==> src/rtl/id_ex_stage_pkg.sv <==
// -----------------------------------------------------------------------------
// id_ex_stage_pkg
// Shared constants for the ID/EX pipeline register and its ALU-control decoder:
//   - alu_ctl_e : 4-bit ALU opcodes presented to the 64-bit ALU
//   - alu_op_e  : 2-bit ALUOp codes produced by main control
//   - OPC_*     : R-type (instruction[31:21]) and I-type (instruction[31:22])
//                 opcode-field patterns recognised by the decoder
// -----------------------------------------------------------------------------
package id_ex_stage_pkg;

   typedef enum logic [3:0] {
      ALU_AND   = 4'b0000,
      ALU_ORR   = 4'b0001,
      ALU_ADD   = 4'b0010,
      ALU_SUB   = 4'b0110,
      ALU_PASSB = 4'b0111,
      ALU_NOR   = 4'b1100
   } alu_ctl_e;

   typedef enum logic [1:0] {
      ALUOP_MEM = 2'b00,   // LDUR/STUR address add, D-type immediate
      ALUOP_CB  = 2'b01,   // CBZ, CB-type immediate
      ALUOP_R   = 2'b10,   // R-type, no immediate
      ALUOP_I   = 2'b11    // I-type, 12-bit zero-extended immediate
   } alu_op_e;

   // R-type patterns, instruction[31:21]
   localparam logic [10:0] OPC_ADD  = 11'b10001011000;
   localparam logic [10:0] OPC_SUB  = 11'b11001011000;
   localparam logic [10:0] OPC_AND  = 11'b10001010000;
   localparam logic [10:0] OPC_ORR  = 11'b10101010000;

   // I-type patterns, instruction[31:22]
   localparam logic [9:0]  OPC_ADDI = 10'b1001000100;
   localparam logic [9:0]  OPC_SUBI = 10'b1101000100;
   localparam logic [9:0]  OPC_ANDI = 10'b1001001000;
   localparam logic [9:0]  OPC_ORRI = 10'b1011001000;

endpackage

==> src/rtl/id_ex_stage_if.sv <==
// -----------------------------------------------------------------------------
// id_ex_stage_if
// Bundles the upstream handshake + decoded-instruction inputs and the
// downstream handshake + ALU-facing outputs of id_ex_stage.
//   slave  : view used by id_ex_stage (consumes input_*, drives output_*)
//   master : view used by whatever drives the stage (decode + EX side)
// Optional: ID_EX_ILLEGAL_OP_EN adds output_illegal.
// Parameter n : datapath width (operands, immediates, store data).
// -----------------------------------------------------------------------------
interface id_ex_stage_if #(
   parameter int n = 64
) ();

   logic          input_valid;
   logic          output_ready;
   logic          input_flush;
   logic [31:0]   input_instruction;
   logic [n-1:0]  input_read_data_1;
   logic [n-1:0]  input_read_data_2;
   logic [1:0]    input_alu_op;
   logic          input_alu_src;
   logic          output_valid;
   logic          input_ready;
   logic [n-1:0]  output_data_1;
   logic [n-1:0]  output_data_2;
   logic [3:0]    output_opcode;
   logic [n-1:0]  output_store_data;
   logic [n-1:0]  output_imm;
   logic [4:0]    output_rd;
`ifdef ID_EX_ILLEGAL_OP_EN
   logic          output_illegal;
`endif

   modport slave (
`ifdef ID_EX_ILLEGAL_OP_EN
      output output_illegal,
`endif
      input  input_valid, input_flush, input_instruction,
      input  input_read_data_1, input_read_data_2,
      input  input_alu_op, input_alu_src, input_ready,
      output output_ready, output_valid,
      output output_data_1, output_data_2, output_opcode,
      output output_store_data, output_imm, output_rd
   );

   modport master (
`ifdef ID_EX_ILLEGAL_OP_EN
      input  output_illegal,
`endif
      output input_valid, input_flush, input_instruction,
      output input_read_data_1, input_read_data_2,
      output input_alu_op, input_alu_src, input_ready,
      input  output_ready, output_valid,
      input  output_data_1, output_data_2, output_opcode,
      input  output_store_data, output_imm, output_rd
   );

endinterface

==> src/rtl/id_ex_stage_alu_control.sv <==
// -----------------------------------------------------------------------------
// alu_control
// Combinational ALU-control decoder.
//   alu_op   in  2   main-control ALUOp
//   op_field in  11  instruction[31:21]
//   opcode   out 4   ALU opcode
//   illegal  out 1   (only with ID_EX_ILLEGAL_OP_EN) R/I pattern unmatched
// Unmatched R/I patterns fall back to ADD.
// -----------------------------------------------------------------------------
module alu_control
   import id_ex_stage_pkg::*;
(
`ifdef ID_EX_ILLEGAL_OP_EN
   output logic        illegal,
`endif
   input  logic [1:0]  alu_op,
   input  logic [10:0] op_field,
   output logic [3:0]  opcode
);

   always_comb begin
      opcode = ALU_ADD;
`ifdef ID_EX_ILLEGAL_OP_EN
      illegal = 1'b0;
`endif
      case (alu_op)
         ALUOP_MEM: opcode = ALU_ADD;
         ALUOP_CB:  opcode = ALU_PASSB;
         ALUOP_R: begin
            case (op_field)
               OPC_ADD: opcode = ALU_ADD;
               OPC_SUB: opcode = ALU_SUB;
               OPC_AND: opcode = ALU_AND;
               OPC_ORR: opcode = ALU_ORR;
               default: begin
                  opcode = ALU_ADD;
`ifdef ID_EX_ILLEGAL_OP_EN
                  illegal = 1'b1;
`endif
               end
            endcase
         end
         ALUOP_I: begin
            // I-type opcodes are only 10 bits; bit 21 belongs to the immediate
            case (op_field[10:1])
               OPC_ADDI: opcode = ALU_ADD;
               OPC_SUBI: opcode = ALU_SUB;
               OPC_ANDI: opcode = ALU_AND;
               OPC_ORRI: opcode = ALU_ORR;
               default: begin
                  opcode = ALU_ADD;
`ifdef ID_EX_ILLEGAL_OP_EN
                  illegal = 1'b1;
`endif
               end
            endcase
         end
         default: opcode = ALU_ADD;
      endcase
   end

endmodule

==> src/rtl/id_ex_stage.sv <==
// -----------------------------------------------------------------------------
// id_ex_stage
// Single-entry ID/EX pipeline register feeding the 64-bit ALU. Decodes the ALU
// opcode, extends the immediate, selects operand B and holds the result under
// a valid/ready handshake, with a flush input for branch squash.
//   input_clk      in  1   rising-edge clock
//   input_reset_n  in  1   synchronous active-low reset (clears every output)
//   bus            slave modport of id_ex_stage_if (handshakes, operands,
//                  instruction, ALU-facing outputs)
// Parameter n : datapath width, must be >= 19.
// Optional macro ID_EX_ILLEGAL_OP_EN : adds registered output_illegal.
// -----------------------------------------------------------------------------
module id_ex_stage
   import id_ex_stage_pkg::*;
#(
   parameter int n = 64
) (
   input  logic         input_clk,
   input  logic         input_reset_n,
   id_ex_stage_if.slave bus
);

   logic [31:0]  instr;
   logic [3:0]   opcode_c;
   logic [n-1:0] imm_c;
   logic [n-1:0] opb_c;
   logic         ready;
   logic         load;

   logic         vld_p1;
   logic [n-1:0] data_1_p1;
   logic [n-1:0] data_2_p1;
   logic [3:0]   opcode_p1;
   logic [n-1:0] store_p1;
   logic [n-1:0] imm_p1;
   logic [4:0]   rd_p1;
`ifdef ID_EX_ILLEGAL_OP_EN
   logic         illegal_c;
   logic         illegal_p1;
`endif

   assign instr = bus.input_instruction;

   // ---- decode stage (combinational, ahead of the register) ----
   alu_control u_alu_control (
`ifdef ID_EX_ILLEGAL_OP_EN
      .illegal  (illegal_c),
`endif
      .alu_op   (bus.input_alu_op),
      .op_field (instr[31:21]),
      .opcode   (opcode_c)
   );

   always_comb begin
      imm_c = '0;
      case (bus.input_alu_op)
         ALUOP_MEM: imm_c = {{(n-9){instr[20]}}, instr[20:12]};
         ALUOP_I:   imm_c = {{(n-12){1'b0}}, instr[21:10]};
         ALUOP_CB:  imm_c = {{(n-19){instr[23]}}, instr[23:5]};
         default:   imm_c = '0;
      endcase
   end

   assign opb_c = bus.input_alu_src ? imm_c : bus.input_read_data_2;

   // A stalled entry releases the slot in the same cycle EX consumes it.
   assign ready = !vld_p1 || bus.input_ready;
   assign load  = bus.input_valid && ready && !bus.input_flush;

   // ---- p1: ID/EX register ----
   always_ff @(posedge input_clk) begin
      if (!input_reset_n) begin
         vld_p1     <= 1'b0;
         data_1_p1  <= '0;
         data_2_p1  <= '0;
         opcode_p1  <= '0;
         store_p1   <= '0;
         imm_p1     <= '0;
         rd_p1      <= '0;
`ifdef ID_EX_ILLEGAL_OP_EN
         illegal_p1 <= 1'b0;
`endif
      end else if (bus.input_flush) begin
         // data registers keep stale values; only validity is squashed
         vld_p1     <= 1'b0;
`ifdef ID_EX_ILLEGAL_OP_EN
         illegal_p1 <= 1'b0;
`endif
      end else if (load) begin
         vld_p1     <= 1'b1;
         data_1_p1  <= bus.input_read_data_1;
         data_2_p1  <= opb_c;
         opcode_p1  <= opcode_c;
         store_p1   <= bus.input_read_data_2;
         imm_p1     <= imm_c;
         rd_p1      <= instr[4:0];
`ifdef ID_EX_ILLEGAL_OP_EN
         illegal_p1 <= illegal_c;
`endif
      end else if (vld_p1 && bus.input_ready) begin
         vld_p1     <= 1'b0;
      end
   end

   assign bus.output_ready      = ready;
   assign bus.output_valid      = vld_p1;
   assign bus.output_data_1     = data_1_p1;
   assign bus.output_data_2     = data_2_p1;
   assign bus.output_opcode     = opcode_p1;
   assign bus.output_store_data = store_p1;
   assign bus.output_imm        = imm_p1;
   assign bus.output_rd         = rd_p1;
`ifdef ID_EX_ILLEGAL_OP_EN
   assign bus.output_illegal    = illegal_p1;
`endif

endmodule

==> src/flat_wrapper.sv <==
// flat-port wrapper written by rule: the top's interface ports become plain ports
module id_ex_stage_flat import id_ex_stage_pkg::*;
#(
   parameter int n = 64
)
  (input_clk, input_reset_n, bus_input_valid, bus_input_flush, bus_input_instruction, bus_input_read_data_1, bus_input_read_data_2, bus_input_alu_op, bus_input_alu_src, bus_input_ready, bus_output_ready, bus_output_valid, bus_output_data_1, bus_output_data_2, bus_output_opcode, bus_output_store_data, bus_output_imm, bus_output_rd);
  id_ex_stage_if #(.n(n)) bus_i ();
  input  logic input_clk;
  input  logic input_reset_n;
  input wire logic [$bits(bus_i.input_valid)-1:0] bus_input_valid;
  input wire logic [$bits(bus_i.input_flush)-1:0] bus_input_flush;
  input wire logic [$bits(bus_i.input_instruction)-1:0] bus_input_instruction;
  input wire logic [$bits(bus_i.input_read_data_1)-1:0] bus_input_read_data_1;
  input wire logic [$bits(bus_i.input_read_data_2)-1:0] bus_input_read_data_2;
  input wire logic [$bits(bus_i.input_alu_op)-1:0] bus_input_alu_op;
  input wire logic [$bits(bus_i.input_alu_src)-1:0] bus_input_alu_src;
  input wire logic [$bits(bus_i.input_ready)-1:0] bus_input_ready;
  output wire logic [$bits(bus_i.output_ready)-1:0] bus_output_ready;
  output wire logic [$bits(bus_i.output_valid)-1:0] bus_output_valid;
  output wire logic [$bits(bus_i.output_data_1)-1:0] bus_output_data_1;
  output wire logic [$bits(bus_i.output_data_2)-1:0] bus_output_data_2;
  output wire logic [$bits(bus_i.output_opcode)-1:0] bus_output_opcode;
  output wire logic [$bits(bus_i.output_store_data)-1:0] bus_output_store_data;
  output wire logic [$bits(bus_i.output_imm)-1:0] bus_output_imm;
  output wire logic [$bits(bus_i.output_rd)-1:0] bus_output_rd;
  assign bus_i.input_valid = bus_input_valid;
  assign bus_i.input_flush = bus_input_flush;
  assign bus_i.input_instruction = bus_input_instruction;
  assign bus_i.input_read_data_1 = bus_input_read_data_1;
  assign bus_i.input_read_data_2 = bus_input_read_data_2;
  assign bus_i.input_alu_op = bus_input_alu_op;
  assign bus_i.input_alu_src = bus_input_alu_src;
  assign bus_i.input_ready = bus_input_ready;
  assign bus_output_ready = bus_i.output_ready;
  assign bus_output_valid = bus_i.output_valid;
  assign bus_output_data_1 = bus_i.output_data_1;
  assign bus_output_data_2 = bus_i.output_data_2;
  assign bus_output_opcode = bus_i.output_opcode;
  assign bus_output_store_data = bus_i.output_store_data;
  assign bus_output_imm = bus_i.output_imm;
  assign bus_output_rd = bus_i.output_rd;
  id_ex_stage #(.n(n)) u_core (.input_clk(input_clk), .input_reset_n(input_reset_n), .bus(bus_i));
endmodule
==> config.mk <==
export PLATFORM = sky130hd
export DESIGN_NAME = id_ex_stage_flat
export DESIGN_NICKNAME = d
export VERILOG_FILES = /design/src/rtl/id_ex_stage_pkg.sv /design/src/rtl/id_ex_stage_if.sv /design/src/rtl/id_ex_stage_alu_control.sv /design/src/rtl/id_ex_stage.sv /design/src/flat_wrapper.sv
export SDC_FILE = /design/constraint.sdc
export NUM_CORES = 1
export LEC_CHECK = 0
export CAP_MARGIN = 20
export CORE_AREA = 2 2 170 172
export CTS_BUF_LIST = sky130_fd_sc_hd__clkbuf_16
export DETAILED_ROUTE_END_ITERATION = 8
export DIE_AREA = 0 0 172 174
export DONT_BUFFER_PORTS = 1
export GPL_ROUTABILITY_DRIVEN = 0
export SYNTH_ARGS = -nofsm -noshare
export SYNTH_HDL_FRONTEND = slang
export SYNTH_SLANG_ARGS = --single-unit
==> constraint.sdc <==
create_clock -name input_clk -period 2.4 [get_ports input_clk]
set_clock_uncertainty 0.05 [all_clocks]
set_input_delay 0.36 -clock input_clk [delete_from_list [all_inputs] [get_ports input_clk]]
set_output_delay 0.36 -clock input_clk [all_outputs]
set_load 0.05 [all_outputs]
=== Yosys cells after proc, flatten, opt, wreduce, memory -nomap -nowiden ===
Cells that the tools add are included.

* Register bits after elaboration: 266
* Input port bits: 168
* Logic and storage cells: 35
* Output and inout bits: 267

* Bitwise operators: 2
* Reductions and logical operators: 10
* Eq/ne operators: 9
* Multiplexer cells: 7

{| class="wikitable"
|+ Operators by type and width
! cell !! number
|-
| $pmux 64 s3 || 1
|-
| $mux 64 || 1
|-
| $eq 11x11->1 const B || 3
|-
| $eq 10x10->1 const B || 3
|-
| $pmux 3 s3 || 2
|-
| $pmux 4 s4 || 1
|-
| $eq 2x2->1 const B || 2
|-
| $logic_and 1x1->1 || 3
|-
| $eq 2x1->1 const B || 1
|-
| $logic_not 1->1 || 2
|-
| $logic_not 2->1 || 1
|-
| $mux 1 || 2
|-
| $not 1->1 || 2
|-
| $reduce_and 2->1 || 1
|-
| $reduce_bool 2->1 || 1
|-
| $reduce_or 2->1 || 1
|-
| $logic_or 1x1->1 || 1
|}

=== Depth between registers and ports, before layout ===
Gate-level depths: netlist of the first run.

* Depth in word-level cells: 5
* Mapped depth: 7
* Gate-level depth less buffers: 5

=== Hierarchy ===
From an unflattened synthesis of the first run, not the netlist that was laid out.

* Cells, all modules: 1,104
* Area, all modules: 9,347.7 um2

{| class="wikitable"
|+ By module, submodules not included
! module !! seq. area each (um2) !! cells each !! instances !! area each (um2)
|-
| id_ex_stage || 4,424.2 || 1,089 || 1 || 9,217.6
|-
| alu_control || 0.0 || 15 || 1 || 130.1
|}

=== Worst setup path after synthesis of the first run ===
OpenSTA, ideal clock, no wires.

* Kind: in2out
* Start: input u_core.bus.output_imm[62]
* End: output bus_output_imm[19]
* Data arrival time: 1.714 ns
* Stages on the path: 2
* Required time: 1.990 ns
* Setup slack: 0.276 ns
* Cells stage by stage: dfxtp_1 -> buf_4

{| class="wikitable"
|+ RTL lines
! what !! line !! text
|-
| from (decl) || id_ex_stage_if.sv:43 || <nowiki>output output_store_data, output_imm, output_rd</nowiki>
|-
| to (decl) || flat_wrapper.sv:24 || <nowiki>output wire logic [$bits(bus_i.output_imm)-1:0] bus_output_imm;</nowiki>
|}

==> results.py, run 1 <==
metrics = {
    "yosys": {
        "synth_nets": 1263,
        "synth-adder-area-share_pct": 0,
        "synth_edf_count": 0,
        "ys_ff_latch": 220,
        "yosysWarnings": 0,
        "synth_top_family_by_area": "compound AO/OA/AOI/OAI gates",
        "ys_top_cells_by_area": "dfxtp_1, nand2_1, a21boi_1",
        "yosys_most_used_dff": "dfxtp_1",
        "synth_compound_area_share_pct": 22.0,
        "synthMuxAreaShare_pct": 1.84,
        "synth-simple-area-share_pct": 18.8,
        "synthCells": 1095,
        "yosys.area.top_type": "dfxtp_1",
        "yosysSeqAreaShare_pct": 47.2,
        "async_reset_ff_share_pct": 0,
        "yosys-top-cells-count": "nand2_1, dfxtp_1, a21boi_1",
        "yosysMostFrequentCell": "nand2_1",
        "syn_area_sq_um": 9330,
        "yosysTopAreaCellShare_pct": 47.2,
        "ys_types": 46,
        "syn_avg_cell_area_sq_um": 8.52,
        "synthXorXnorAreaFrac_pct": 0.0939,
    },
    "clock_tree": {
        "cts_buffers": 26,
        "clkLatencyLatePin_ns": 0.53,
        "clock_path_buffers": 3,
        "path_clk_slew_ns": 0.06,
        "numClockSinks": 220,
        "htreeDepth": 1,
        "cts_tree": "done",
        "clock-root-buffer": "clkbuf_16",
    },
    "worst_setup_path": {
        "critical_path_arrival_ns": 2.49,
        "critical_path_class": "reg -> out",
        "cp-start-kind": "register",
        "cp.required_ns": 1.99,
        "endpoint_kind": "output port",
        "path_max_fanout": 29,
    },
    "drt": {
        "drt_iter0_markers": 528,
        "wl_mm": 33.7,
        "avgRoutedWirePerCell_um": 20.4,
        "vias_per_cell": 5.02,
        "drc": 0,
        "via_count": 8300,
        "postRouteAntennaNets": 0,
        "dr.pass1.iters": 6,
    },
    "cells_and_area": {
        "drive_gt1_share_pct": 4.97,
        "multi_input_area_sq_um": 4000,
        "final_core_util_pct": 43.9,
        "ff_latch_area_sq_um": 4410,
        "fillers": 2710,
        "fin_nets": 1416,
        "area_growth_pct": 33.0,
    },
    "place": {
        "pre_cts_slack_ns": -0.0408,
        "numPortBuffers": 0,
        "dp_hpwl_mm": 20.0,
    },
    "global_routing": {
        "grt_use_total_pct": 21.6,
        "grt_pass1_vias": 8463,
        "grt_pass1_wl_mm": 50.1,
        "overflow": 0,
        "grt_antenna_before_repair": 2,
        "grt_max_degree": 118,
    },
    "flow_run": {
        "cap_violations": 0,
    },
    "timing": {
        "setup_ws_ns": -0.497,
        "fin_tns_setup_ns": -8.97,
        "tightest_slew_ns": 0.649,
        "hold_ws_ns": 0.0186,
        "setup_viol": 19,
        "fin_crit_sh_pct": 121,
        "rsz0062_at_grt": "true",
        "relSlewSlack_pct": 56.7,
        "hold_viol": 0,
        "drv_slew": 0,
        "period_needed_ns": 2.90,
        "max_freq_mhz": 345,
    },
    "floorplanning": {
        "die_area_sq_um": 29900,
        "core_sq_um": 28200,
        "die_h_um": 174,
        "start_util_pct": 33.0,
        "ios": 435,
        "num_rows": 62,
        "fp.dieW_um": 172,
    },
    "power": {
        "p_leak_nw": 4.92,
        "power.total_mw": 9.31,
        "power_density_nw_per_um2": 751,
        "vdd_drop_max_uv": 494,
    },
    "min_path": {
        "min_path_type": "in -> reg",
    },
    "run_status": {
        "violations": "setup timing",
        "outcome": "finished, violations left",
    },
}
-- worst max-delay path, cell delays in order, from the launching register on --
cell and delay [ns]:
dfxtp_4 0.37, buf_16 1.01, buf_16 0.52
-- flip-flops by register name (all words and copies together) (netlist names) --
register and flops:
u_core.bus.output_store_data 64, u_core.bus.output_opcode 3, u_core.bus.output_rd 5, u_core.bus.output_valid 1, u_core.bus.output_imm 19, u_core.bus.output_data_1 64
u_core.bus.output_data_2 64
-- routing by layer --
layer  global-route usage [%]  wire, um  vias up
met4                     10.8      1840        0
met1                     25.4     13000     3906
li1                         -         -     3918
met2                     36.0     16000      367
met5                        0         0        -
met3                     5.94      2890      109
-- cell usage in the layout, fill, tap and decap left out, types with 2 or more instances in the layout --
cell	synthesis	final
nor2_1	10	10
o21ai_0	69	69
buf_4	57	8
dlygate4sd3_1	0	245
o211ai_1	3	3
buf_12	0	6
a32o_1	3	3
a31oi_1	52	52
a21oi_1	26	26
a21boi_0	8	8
dfxtp_1	220	219
o221a_2	2	2
and3_1	4	4
mux2_4	2	2
nor2b_1	7	7
nand2b_1	48	48
buf_16	0	4
clkbuf_16	0	27
inv_1	2	9
nor4b_1	3	3
clkinv_2	0	3
clkinv_1	0	8
nand3_1	9	9
nand2_1	315	315
a21boi_1	139	139
mux2i_1	13	13
-- final timing paths --
check | from | to | slack [ns] | depth (start not counted)
max reg2reg | u_core.bus.output_valid | u_core.bus.output_data_1[53] | 0.15 | 6
max | u_core.bus.output_imm[62] | bus_output_imm[40] | -0.50 | 2
min | bus_input_read_data_2[9] | u_core.bus.output_data_2[9] | 0.02 | 2
min reg2reg | u_core.bus.output_imm[62] | u_core.bus.output_imm[62] | 0.46 | 2
-- cells by family (layout without fill, tap and decap cells) --
kind of cell              Yosys count  count (layout)
AOI/OAI and AO/OA                 310             310
xor gates and xnor gates            1               1
buffers and inverters             141             313
DFF                               220             220
muxes                              16              16
other                               1               2
and+or+nand+nor                   406             406
-- stage by stage --
stage / instances / instance area, sq um
5_1_grt: 1652 / 12400
4_1_cts: 1648 / 12400
2_1_floorplan: 1095 / 9330
6_report: 1652 / 12400
3_3_place_gp: 1354 / 9100
3_5_place_dp: 1354 / 9100
-- report_power, final --
| part | internal (mW) | switching [mW] | total (mW) |
|---|---|---|---|
| Combinational | 0.504 | 0.537 | 1.04 |
| Clock | 2.02 | 1.58 | 3.59 |
| Sequential | 3.85 | 0.831 | 4.68 |
| Total | 6.37 | 2.94 | 9.31 |
-- layout make-up --
| class | count | area share, % |
|---|---|---|
| inverter | 3 | 0.0908 |
| clock buffer | 27 | 5.45 |
| clock inverter | 20 | 0.706 |
| sequential | 220 | 35.5 |
| timing repair buffer | 263 | 22.1 |
| multi-input combinational | 734 | 32.2 |
| antenna | 1 | 0.0202 |
| tap | 384 | 3.87 |
-- what timing repair did --
item / CTS / global route
setup endpoints to repair: 46 / 70
gates resized for setup: 1 / 1
endpoints found under the hold margin: 220 / 0
buffers inserted: 0 / 3
hold buffers: 247 / 0
pin swaps: 0 / 1
No activity file was read; power rests on OpenSTA's default activity.
==> inputs of run 2 (changes only) <==
Settings changed: CTS_CLUSTER_DIAMETER set to 60.
==> results.py, run 2 (synthesis results as in run 1) <==
metrics = {
    "run_status": {
        "outcome": "finished, violations left",
        "violations": "setup timing",
    },
    "drt": {
        "vias_per_cell": 5.05,
        "dr.pass1.iters": 5,
        "avgRoutedWirePerCell_um": 20.4,
        "drc": 0,
        "postRouteAntennaNets": 0,
        "drt_iter0_markers": 548,
        "wl_mm": 33.1,
        "via_count": 8205,
    },
    "worst_setup_path": {
        "endpoint_kind": "output port",
        "cp-start-kind": "register",
        "critical_path_arrival_ns": 2.47,
        "r2r_end": "u_core.bus.output_data_2[29]",
        "path_max_fanout": 29,
        "regToRegStartpoint": "u_core.bus.output_valid",
        "cp.required_ns": 1.99,
        "reg2reg_depth": 6,
        "rrSetupSlack_ns": 0.14,
        "critical_path_class": "reg -> out",
    },
    "clock_tree": {
        "clock-root-buffer": "clkbuf_16",
        "htreeDepth": 1,
        "cts_buffers": 29,
        "clock_path_buffers": 3,
        "cts_tree": "done",
        "clkLatencyLatePin_ns": 0.54,
        "path_clk_slew_ns": 0.06,
        "numClockSinks": 220,
    },
    "global_routing": {
        "grt_pass1_vias": 8299,
        "grt_pass1_wl_mm": 49.3,
        "grt_use_total_pct": 21.2,
        "grt_max_degree": 155,
        "overflow": 0,
        "grt_antenna_before_repair": 2,
    },
    "timing": {
        "tightest_slew_ns": 0.649,
        "relSlewSlack_pct": 56.7,
        "setup_ws_ns": -0.479,
        "drv_slew": 0,
        "fin_tns_setup_ns": -8.83,
        "fin_crit_sh_pct": 120,
        "setup_viol": 19,
        "period_needed_ns": 2.88,
        "hold_viol": 0,
        "hold_ws_ns": 0.0355,
        "rsz0062_at_grt": "true",
        "max_freq_mhz": 347,
    },
    "cells_and_area": {
        "layout_commonest_cell": "nand2_1",
        "fin_nets": 1383,
        "final_cell_mix": "nand2_1, dfxtp_1, dlygate4sd3_1",
        "drive_gt1_share_pct": 5.74,
        "stdcell_count": 1624,
        "area_growth_pct": 30.4,
    },
    "power": {
        "power_density_nw_per_um2": 793,
        "p_leak_nw": 4.70,
        "vdd_drop_max_uv": 510,
    },
    "min_path": {
        "worstHoldStart": "bus_input_read_data_2[15]",
        "min_path_type": "in -> reg",
        "whs_endpoint": "u_core.bus.output_data_2[15]",
        "whs_path_depth": 3,
    },
    "floorplanning": {
        "core_sq_um": 28200,
        "fp.dieW_um": 172,
        "start_util_pct": 33.0,
        "die_area_sq_um": 29900,
        "num_rows": 62,
        "ios": 435,
        "die_h_um": 174,
    },
    "flow_run": {
        "cap_violations": 0,
    },
    "place": {
        "pre_cts_slack_ns": -0.0408,
        "numPortBuffers": 0,
        "dp_hpwl_mm": 20.0,
        "dpl.cell_count": 1354,
    },
}
run 2: changes by cell type in the layout (fill, tap and decap cells not counted):
cell	delta
dlygate4sd3_1	-36
inv_8	+2
clkbuf_16	+2
clkinv_2	-1
clkinv_1	+2
inv_6	+5
clkinvlp_4	-1
inv_1	-3
diode_2	+1
clkinv_4	+1
run 2: critical path: stages (launching register included):
cell	delay (ns)
dfxtp_4	0.36
buf_16	1.01
buf_16	0.52
run 2: final cells by class:
class / count / area (sq um)
clock buffers: 29 / 726
flip-flops and latches: 220 / 4410
inverters: 3 / 11.3
clock inverters: 25 / 146
repair buffers: 227 / 2380
diodes: 2 / 5.00
well taps: 384 / 480
fillers: 2755 / 16100
multi-input cells: 734 / 4000
run 2: what timing repair did:
| action | in CTS | in global routing |
|---|---|---|
| endpoints found under the hold margin | 220 | 0 |
| pin swaps | 0 | 1 |
| gates cloned | 0 | 0 |
| resized for setup | 1 | 0 |
| endpoints found under the setup margin | 46 | 61 |
| buffers inserted | 0 | 3 |
| hold buffers | 211 | 0 |
run 2: power breakdown:
part	internal [mW]	leakage, nW	switching [mW]	total [mW]
clock	2.23	0.446	1.72	3.94
combinational	0.476	2.45	0.543	1.02
sequential	3.85	1.80	0.830	4.68
run 2: per-stage QoR:
step	cell area [sq um]	power [mW]	util (%)
floorplan	9330	5.36	-
global placement	9100	5.39	32.2
detailed placement	9100	5.41	32.2
CTS	12100	9.71	43.0
global route	12200	10.0	43.1
finish	12200	9.64	43.1
run 2: worst max-delay path by stage:
stage	from	to	slack, ns	cells after the start
2_1_floorplan	u_core.bus.output_imm[62]	bus_output_imm[19]	0.28	1
3_3_place_gp	u_core.bus.output_imm[62]	bus_output_imm[40]	-0.04	2
6_report	u_core.bus.output_imm[62]	bus_output_imm[40]	-0.48	2
3_5_place_dp	u_core.bus.output_imm[62]	bus_output_imm[40]	-0.04	2
4_1_cts	u_core.bus.output_imm[62]	bus_output_imm[40]	-0.52	2
5_1_grt	u_core.bus.output_imm[62]	bus_output_imm[50]	-0.59	2
run 2: layer usage:
metal  global-route usage, %  up-vias  part of all wire [%]
li1                        -     3868                     -
met1                    24.8     3883                    39
met2                    35.9      350                    48
met3                    5.58      104                   8.1
met4                    10.4        0                   5.2
met5                       0        -                     0
==> RTL edit 1, RTL diff (config.mk and constraints of run 1) <==
Reset style: asynchronous (`input_reset_n`), changed in one clocked block. Comments in the files are not updated.
--- a/src/rtl/id_ex_stage.sv
+++ b/src/rtl/id_ex_stage.sv
@@ -70,3 +70,3 @@
    // ---- p1: ID/EX register ----
-   always_ff @(posedge input_clk) begin
+   always_ff @(posedge input_clk or negedge input_reset_n) begin
       if (!input_reset_n) begin
Function: differs if input_reset_n is asserted again (counterexample within 4 cycles, from zero or initial values and one cycle with input_reset_n low); with input_reset_n held inactive, the same outputs for 4 cycles.
==> RTL edit 1 against run 1 <==
The flow finishes with violations (hold timing); cell area decreased by 4.8%; power increased by 32%; area after synthesis increased by 1.4%; wire length decreased by 16%; cell count decreased by 28%; synthesized cell count decreased by 36%; fmax increased by 27%; first-iteration DRC count decreased by 45%; sequential cell count unchanged; setup slack improved by 0.61 ns; non-clock buffer count decreased by 102; largest cell class unchanged.
==> RTL edit 1: results (changes against run 1) <==
* Hold_buf cts at 143 (-42%)
* VDD IR max at 0.616 mV (+25%)
* Largest cells by area after synthesis: dfrtp_1, mux2_2, mux2_1, buf_4, o22a_1
* Synth Area in XOR/XNOR at 0.0926% (-0.0013 points)
* Outcome: complete, but fails checks
* CTS buffer count at 25 (-3.8%)
* Filler cells at 2,628 (-3.0%)
* Internal power at 7.14 mW (+12%)
* Clk tree area frac at 6.72% (+0.57 points)
* Cells after Synth at 699 (-36%)
* Total number of vias at 6,132 (-26%)
* DPL Wire Length at 18,100 um (-9.4%)
* Final hold vios at 220 (+220)
* GR Util All Layers at 18.1% (-3.5 points)
* Cts repair resizes at 0 (-1)
* Multiplexer share of the synthesized area at 19.5% (+18 points)
* First-pass GRT wire length at 41,600 um (-17%)
* Placed cells at 1,005 (-26%)
* Inverters at 2 (-1)
* Leak Pwr at 4.91 nW (-0.15%)
* Drt first-iter violations at 292 (-45%)
* Fin Hold WS at -0.535 ns (-0.553 ns)
* Vias in the first global route at 6,783 (-20%)
* Drt pass-1 iters at 4 (-2)
* Wire length per cell at 23.6 um (+16%)
* #MultiIn Comb at 381 (-48%)
* Pin count of the biggest net entering global routing at 221 (+87%)
* Seq pwr share at 57.5% (+7.3 points)
* Fraction of the mapped netlist area in compound gates at 8.87% (-13 points)
* Synthesized Nets at 867 (-31%)
* Layout cell share with drive strength beyond 1 at 18.0% (+13 points)
* PnR Total Power at 12.3 mW (+32%)
* Initial antenna violation count at 1 (-1)
* Post-synth cell types at 37 (-20%)
* Fraction of registers with async set/reset at 100% (+100 points)
* Failing checks: hold timing
* P_comb at 1.53 mW (+47%)
## RTL edit 1: cell types whose count changed in the layout (fill, tap and decap cells not counted), sizes merged, moves of 18 or more
cell | run 1 | this run
o21ai | 69 | 19
dlygate4sd3 | 245 | 142
o22a | 0 | 46
a21boi | 147 | 0
dfrtp | 0 | 220
dfxtp | 220 | 0
a21oi | 28 | 10
mux2 | 3 | 151
nor2b | 8 | 51
nand2 | 317 | 13
a31oi | 52 | 5
nand2b | 48 | 2
## RTL edit 1: metrics by stage
step | area (um2) | utilization, % | worst slack, ns
3_5_place_dp | 9560 | 33.9 | 0.446
6_report | 11800 | 41.8 | 0.112
2_1_floorplan | 9460 | - | 0.347
4_1_cts | 11800 | 41.8 | 0.0583
3_3_place_gp | 9560 | 33.9 | 0.467
5_1_grt | 11800 | 41.8 | 0.0596
## RTL edit 1: worst max-delay path by stage
stage / startpoint / to / slack, ns / depth (start not counted)
5_1_grt: bus_input_instruction[22] / u_core.bus.output_opcode[2] / 0.06 / 6
4_1_cts: bus_input_instruction[22] / u_core.bus.output_opcode[2] / 0.06 / 6
6_report: bus_input_instruction[22] / u_core.bus.output_opcode[2] / 0.11 / 6
3_3_place_gp: bus_input_ready / u_core.bus.output_store_data[28] / 0.47 / 5
3_5_place_dp: bus_input_ready / u_core.bus.output_store_data[20] / 0.45 / 5
2_1_floorplan: u_core.bus.output_imm[62] / bus_output_imm[19] / 0.35 / 1
## RTL edit 1: cells by family after synthesis
group,count (synthesis)
flops,220
other cells,1
xor+xnor,1
buf+inv,98
mux,165
compound gates,108
simple gates,106
## RTL edit 1: layer usage
metal / part of all wire [%] / GRT usage, %
met1: 37 / 21.1
met2: 49 / 30.9
met3: 9.4 / 5.71
met5: 0 / 0
met4: 3.9 / 7.18
==> RTL edit 2, RTL diff (flow settings as in run 1) <==
Made on the original files. `n` is set to 64 in 3 places; all go to 32.
--- a/src/rtl/id_ex_stage_if.sv
+++ b/src/rtl/id_ex_stage_if.sv
@@ -10,3 +10,3 @@
 interface id_ex_stage_if #(
-   parameter int n = 64
+   parameter int n = 32
 ) ();
--- a/src/rtl/id_ex_stage.sv
+++ b/src/rtl/id_ex_stage.sv
@@ -15,3 +15,3 @@
 #(
-   parameter int n = 64
+   parameter int n = 32
 ) (
--- a/src/flat_wrapper.sv
+++ b/src/flat_wrapper.sv
@@ -3,3 +3,3 @@
 #(
-   parameter int n = 64
+   parameter int n = 32
 )
Ports: changed (6 resized); port bits go from 435 to 243. No check against the original RTL was run, so the function may have changed too.
==> RTL edit 2 against run 1 <==
Sequential power down 44%; cell area is 49% lower; die area unchanged; hold slack better by 0.0055 ns; clock power fell by 27%; area after synthesis fell by 43%; count of clock-buffer cells in the layout decreased by 9; sequential cell count fell by 96; wire length down 46%; power is 40% lower; setup slack better by 1.1 ns; critical path type is now reg2reg; largest cell class unchanged; largest power group unchanged.
==> RTL edit 2: results (changes against run 1) <==
* Outcome: completed
* Wire length per cell at 18.0 um (-12%)
* P_comb at 390 uW (-63%)
* Synthesized Nets at 741 (-41%)
* Detail Route met3 WL at 1600 um (-45%)
* Layout Nets at 718 (-49%)
* Drt first-iter violations at 230 (-56%)
* CP max stage cell: nor3b_4
* Fraction of area in registers at 39.5% (+4.0 points)
* Critical path peak fanout at 43 (+48%)
* Top Layer Used: met5
* Cells after Synth at 637 (-42%)
* First-pass GRT wire length at 26,200 um (-48%)
* VDD IR max at 0.421 mV (-15%)
* Clk tree area frac at 9.42% (+3.3 points)
* Drt pass-1 iters at 4 (-2)
* Max incr delay on CP at 0.39 ns (-0.62 ns)
* #MultiIn Comb at 444 (-40%)
* Clock buffers at 18 (-33%)
* Filler cells at 3,111 (+15%)
* GR Layer Usage met2 at 19.5% (-16 points)
* Total number of vias at 4,312 (-48%)
* Seq pwr share at 46.6% (-3.6 points)
* Inverters at 2 (-1)
* Pin count of the biggest net entering global routing at 130 (+10%)
* Met1 usage at 13.1% (-12 points)
* Layout cell share with drive strength beyond 1 at 8.93% (+4.0 points)
* Vias in the first global route at 4,144 (-51%)
* Worst-Skew Late Latency at 0.42 ns (-0.11 ns)
* Placed Area at 5590 um2 (-39%)
* Bufs w/o clock at 25 (-90%)
* Place WS at 0.531 ns (+0.572 ns)
* Multi-input combinational area share at 38.8% (+6.5 points)
* Worst min-delay path startpoint: bus_input_read_data_2[14]
* FF/Latch Area at 2490 um2 (-44%)
* H-tree levels at 4 (+3)
* Leak Pwr at 2.23 nW (-55%)
* DR WL met2 at 8620 um (-46%)
* Cell Pwr Density at 895 nW/um2 (+19%)
* DPL Wire Length at 12,900 um (-35%)
* Setup WS post-layout at 0.576 ns (+1.07 ns)
* Met1 Wirelength at 7360 um (-43%)
* Largest cells by area after synthesis: dfxtp_1, nand2_1, a21boi_1, a21boi_0, o21ai_0
* Data buffer area share at 4.53% (-18 points)
* R2R Path End: u_core.bus.output_data_1[1]
[RTL edit 2: cell count changes in the layout (fill, tap and decap cells not counted), sizes merged, moves of 9 or more]
| cell | run 1 | this run |
|---|---|---|
| nand2 | 317 | 190 |
| nand2b | 48 | 16 |
| o21ai | 69 | 38 |
| clkbuf | 27 | 18 |
| a21boi | 147 | 83 |
| dfxtp | 220 | 124 |
| dlygate4sd3 | 245 | 11 |
| a31oi | 52 | 20 |
[RTL edit 2: worst register-to-register path, cell delays in order (launching register included)]
cell and delay (ns):
dfxtp_1 0.31, nor2b_2 0.17, nor3b_4 0.39, buf_12 0.28, buf_12 0.25, nand2_1 0.11
a21boi_0 0.18
[RTL edit 2: cell families after synthesis]
group	share of synthesized area, %
AOI/OAI and AO/OA	22.4
xor gates and xnor gates	0.166
buffers and inverters	6.84
DFF	47.0
muxes	3.29
other	0.0710
and+or+nand+nor	20.3
[RTL edit 2: timing repair]
action	4_1_cts	5_1_grt
resized for setup	0	0
endpoints found under the hold margin	11	0
hold buffers	11	0
